<file path="src/rtl/light_scheduler.sv">
// Colour auto-cycle sequencer for the RGB light path: steps the six coded colours
// with a programmable dwell, pauses/resumes on button edges, and shows white when idle.
//
// state    | meaning
// ---------+---------------------------------------------------------------
// ST_IDLE  | white output, converter disabled, waiting for start
// ST_RUN   | colour held for dwell_r cycles, then advances 1..6 and wraps
// ST_PAUSE | colour and dwell counter frozen, converter still enabled
module light_scheduler #(
    parameter int DWELL_W = 16
) (
    input  logic               clk,
    input  logic               rst,
    input  logic               start,
    input  logic               stop,
    input  logic               button,
    input  logic [DWELL_W-1:0] dwell,
    output logic [2:0]         colour,
    output logic               sel,
    output logic               enable,
    output logic               busy,
    output logic               wrap
);

    typedef enum logic [1:0] {
        ST_IDLE  = 2'd0,
        ST_RUN   = 2'd1,
        ST_PAUSE = 2'd2
    } state_t;

    state_t             state_q, state_d;
    logic [DWELL_W-1:0] counter_q, counter_d;
    logic [DWELL_W-1:0] dwell_r_q, dwell_r_d;
    logic               button_q, button_d;
    logic [2:0]         colour_q, colour_d;
    logic               sel_q, sel_d;
    logic               enable_q, enable_d;
    logic               busy_q, busy_d;
    logic               wrap_q, wrap_d;

    logic               btn_edge;
    logic               at_term;
    logic [2:0]         tick_colour;
    logic [DWELL_W-1:0] tick_counter;
    logic               tick_wrap;
    logic [DWELL_W-1:0] dwell_eff;

    // One counted RUN cycle: either advance the colour or bump the counter.
    always_comb begin
        btn_edge     = button & ~button_q;
        at_term      = (counter_q == (dwell_r_q - {{(DWELL_W-1){1'b0}}, 1'b1}));
        dwell_eff    = (dwell == '0) ? {{(DWELL_W-1){1'b0}}, 1'b1} : dwell;
        tick_colour  = colour_q;
        tick_counter = counter_q + {{(DWELL_W-1){1'b0}}, 1'b1};
        tick_wrap    = 1'b0;
        if (at_term) begin
            tick_counter = '0;
            tick_colour  = (colour_q == 3'd6) ? 3'd1 : colour_q + 3'd1;
            tick_wrap    = (colour_q == 3'd6);
        end
    end

    always_comb begin
        state_d   = state_q;
        counter_d = counter_q;
        dwell_r_d = dwell_r_q;
        button_d  = button;
        colour_d  = colour_q;
        wrap_d    = 1'b0;

        case (state_q)
            ST_IDLE: begin
                colour_d  = 3'd0;
                counter_d = '0;
                if (!stop && start) begin
                    state_d   = ST_RUN;
                    colour_d  = 3'd1;
                    dwell_r_d = dwell_eff;
                end
            end
            ST_RUN: begin
                if (stop) begin
                    state_d   = ST_IDLE;
                    colour_d  = 3'd0;
                    counter_d = '0;
                end else if (btn_edge) begin
                    state_d = ST_PAUSE;
                end else begin
                    colour_d  = tick_colour;
                    counter_d = tick_counter;
                    wrap_d    = tick_wrap;
                end
            end
            ST_PAUSE: begin
                if (stop) begin
                    state_d   = ST_IDLE;
                    colour_d  = 3'd0;
                    counter_d = '0;
                end else if (btn_edge) begin
                    // The resume edge is itself the first counted RUN cycle.
                    state_d   = ST_RUN;
                    colour_d  = tick_colour;
                    counter_d = tick_counter;
                    wrap_d    = tick_wrap;
                end
            end
            default: begin
                state_d   = ST_IDLE;
                colour_d  = 3'd0;
                counter_d = '0;
            end
        endcase

        busy_d   = (state_d != ST_IDLE);
        sel_d    = busy_d;
        enable_d = busy_d;
    end

    always_ff @(posedge clk) begin
        if (rst) begin
            state_q   <= ST_IDLE;
            counter_q <= '0;
            dwell_r_q <= {{(DWELL_W-1){1'b0}}, 1'b1};
            button_q  <= 1'b0;
            colour_q  <= 3'd0;
            sel_q     <= 1'b0;
            enable_q  <= 1'b0;
            busy_q    <= 1'b0;
            wrap_q    <= 1'b0;
        end else begin
            state_q   <= state_d;
            counter_q <= counter_d;
            dwell_r_q <= dwell_r_d;
            button_q  <= button_d;
            colour_q  <= colour_d;
            sel_q     <= sel_d;
            enable_q  <= enable_d;
            busy_q    <= busy_d;
            wrap_q    <= wrap_d;
        end
    end

    assign colour = colour_q;
    assign sel    = sel_q;
    assign enable = enable_q;
    assign busy   = busy_q;
    assign wrap   = wrap_q;

endmodule

</file>
<file path="config.mk">
export PLATFORM = sky130hd
export DESIGN_NAME = light_scheduler
export DESIGN_NICKNAME = d
export VERILOG_FILES = /design/src/rtl/light_scheduler.sv
export SDC_FILE = /design/constraint.sdc
export NUM_CORES = 1
export LEC_CHECK = 0
export CELL_PAD_IN_SITES_DETAIL_PLACEMENT = 1
export CELL_PAD_IN_SITES_GLOBAL_PLACEMENT = 1
export CORE_MARGIN = 2
export CORE_UTILIZATION = 45
export DETAILED_ROUTE_END_ITERATION = 10
export GPL_TIMING_DRIVEN = 0
export PLACE_DENSITY_LB_ADDON = 0.1
export SLEW_MARGIN = 10
export SYNTH_ARGS = -nofsm -noshare
export SYNTH_HDL_FRONTEND = slang
export SYNTH_SLANG_ARGS = --single-unit
</file>
<file path="constraint.sdc">
create_clock -name clk -period 8.7 [get_ports clk]
set_clock_uncertainty 0.2 [all_clocks]
set_input_delay 1.305 -clock clk [delete_from_list [all_inputs] [get_ports clk]]
set_output_delay 1.305 -clock clk [all_outputs]
set_load 0.01 [all_outputs]
</file>
==> run_results.csv <==
group,metric,value,unit
critical_path,crit_arrival,3.30,ns
layout,drive_gt1_share,6.070,%
die,die_w,75.47,µm
critical_path,slowest_delay,0.55,ns
timing,setup_tns,0,ns
critical_path,r2r_slack,5.39,ns
critical_path,crit_path_end_kind,"flip-flop",
route,drc,0,
placed_design,hpwl,4650,µm
critical_path,cp_max_fo,10,
die,core_area,5010,µm²
die,dieHeight,75.47,µm
die,start_util,45.88,%
route,wl,5845,µm
timing,slew_viol_final,0,
synth,ys_ff_latch,40,
grt,grt_usage,22.98,%
clock_tree,clk_pin_slew_worst_paths,0.08,ns
clock_tree,cts_buffers,5,
route,vias,2083,
synth,synth_mux_area_share,0.8710,%
synth,synth-async-reset-ratio,0,%
route,drtAntennaViolNets,0,
min_path,hold_path_end,"dwell_r_q[15]",
route,wl_per_cell,15.26,µm
clock_tree,numClockSinks,40,
synth,synth_edf_count,0,
synth,syn-instance-count,280,
min_path,min_path_type,"reg -> reg",
clock_tree,ctsHoldBuffers,0,
synth,synth_area,2298,µm²
synth,synth_simple_gate_area_share,27.71,%
synth,ys_warn_count,0,
grt,grt_pass1_vias,2177,
synth,synth.top_cells.by_area,"dfxtp_1, xnor2_1, nand2_1",
critical_path,path_cells,"buf_6, or4_4, or3_1, a2111o_1, a2111oi_4, a41o_1, a21o_2, buf_4, nor2_1",
layout,syn_to_final_growth,18.51,%
critical_path,rr_endpoint,"counter_q[13]",
die,dieArea,5696,µm²
critical_path,r2r.worst_path.cells,9,
layout,insertedDiodeCount,0,
run,maxCapViolations,0,
critical_path,path_buf_inv,2,
synth,synth_top_family_by_area,"simple AND/OR/NAND/NOR gates",
timing,worstMarginPinSlew,0.8881,ns
timing,fin_crit,3.314,ns
clock_tree,worstSkewPairLatency,0.29,ns
timing,hold_slack,0.2798,ns
synth,ys.flop_type,"dfxtp_1",
timing,fmax,0.3018,GHz
clock_tree,cts_tree,"yes",
synth,synth_compound_area_share,14.64,%
critical_path,crit_required,8.69,ns
synth,synth_top_area_cell,"dfxtp_1",
placed_design,portBuffers,26,
grt,grt_start_max_net_pins,12,
layout,nets,340,
layout,regArea,800.8,µm²
synth,synth_common_cells,"nand2_1, dfxtp_1, nor2_1",
route,via_per_inst,5.439,
synth,synth-seq-area-share,34.84,%
layout,final_core_util,54.37,%
critical_path,critPathTopFamily,"compound AO/OA/AOI/OAI gates",
placed_design,post-place-ws,5.088,ns
grt,grt_pass1_wl,9936,µm
die,num_rows,26,
min_path,min_path_cells,2,
layout,num-fill-cells,639,
placed_design,place_congestion,0.8785,
die,ios,28,
critical_path,start_kind,"flip-flop",
layout,multi_input_area,1400,µm²
timing,setup_viol,0,
synth,ys_types,50,
clock_tree,cts_resized,0,
clock_tree,h-tree-depth,2,
clock_tree,post_cts_buffers,0,
timing,setup_slack,5.386,ns
synth,synth-xor-area-share,14.43,%
grt,overflow,0,
timing,hold_viol,0,
timing,relSlewSlack,39.96,%
synth,synth_adder_area_share,3.266,%
clock_tree,cts_max_path_buffers,2,
outcome,outcome,"finished clean",
critical_path,cp_slowest_cell,"or4_4",
pwr,power_density,145.3,nW/µm²
timing,finalCritPeriodShare,38.09,%
clock_tree,cts_root_buffer,"clkbuf_8",
min_path,hold_path.startpoint,"dwell_r_q[15]",
pwr,vdd_drop_max,0.07120,mV
pwr,leakagePower,0.9538,nW
synth,syn_avg_cell_area,8.209,µm²
synth,syn-num-nets,307,
critical_path,r2r_start,"dwell_r_q[8]",
grt,antenna_found_initial,0,
route,drt_iter0_drc,77,
timing,rsz0062_at_grt,"false",
synth,yosysMostFrequentCell,"nand2_1",
critical_path,crit_type,"reg -> reg",
route,dr.pass1.iters,4,
synth,yosysTopAreaCellShare,34.84,%
## stage by stage
stage | instances | total power [mW] | area [µm²]
2_1_floorplan | 280 | 0.2538 | 2298
3_3_place_gp | 376 | 0.2808 | 2646
3_5_place_dp | 376 | 0.2836 | 2646
4_1_cts | 383 | 0.4006 | 2724
5_1_grt | 383 | 0.4163 | 2724
6_report | 383 | 0.3958 | 2724
## metal layers
layer / up-vias / track usage (%) / part of all wire, % / routed length [µm]
met5: - / 0 / 0 / 0
met4: 0 / 5.653 / 1.0 / 60
met3: 5 / 5.291 / 2.7 / 158
met2: 27 / 42.90 / 53 / 3109
met1: 1010 / 26.34 / 43 / 2516
li1: 1041 / - / - / -
## worst min-delay path: cells and delay by family (launching register included)
kind,cells,cell delay [ns]
flops,1,0.33
compound gates,1,0.05
simple gates,1,0.06
## cell type report
cell class,instances,area share [%]
clock buffers,6,2.664
multi-input cells,219,51.40
inverters,10,1.378
clock inverters,1,0.1837
flip-flops and latches,40,29.40
repair buffers,26,9.554
well taps,70,3.215
plain buffers,11,2.205
## logic make-up (layout without fill, tap and decap cells)
logic type                 count (synthesis)  in the layout
DFF                                       40             40
buffers and inverters                     21             54
muxes                                      2              2
AOI/OAI and AO/OA                         48             48
adders and majority gates                  6              6
and+or+nand+nor                          126            126
xor gates and xnor gates                  37             37
## power by group
group          total (mW)  internal (mW)  switching (mW)
Clock               0.117         0.0545          0.0621
Sequential          0.197          0.189         0.00806
Combinational      0.0818         0.0394          0.0424
## flip-flops by register name, indices dropped and copies added, names as in the netlist
| name | cells |
|---|---|
| counter_q | 16 |
| dwell_r_q | 16 |
| colour | 3 |
| state_q | 2 |
| busy | 1 |
| button_q | 1 |
| wrap | 1 |
## cell usage in the layout (no fill, tap or decap), types with 10 or more instances in the layout
cell	n
inv_1	10
dfxtp_1	40
xor2_1	13
clkdlybuf4s50_1	26
a21oi_1	21
nand3_1	11
xnor2_1	23
nor2_1	29
nand2_1	41
## how the worst max path moves through the flow
stage | start | endpoint | slack (ns) | cells past startpoint
6_report | dwell_r_q[8] | counter_q[13] | 5.39 | 9
5_1_grt | dwell_r_q[0] | counter_q[0] | 5.08 | 10
4_1_cts | dwell_r_q[8] | counter_q[13] | 5.36 | 9
3_5_place_dp | button | counter_q[11] | 5.09 | 8
3_3_place_gp | start | dwell_r_q[13] | 5.18 | 6
2_1_floorplan | dwell_r_q[8] | counter_q[0] | 5.65 | 9
Note: power is estimated with default switching activity, not from simulation.
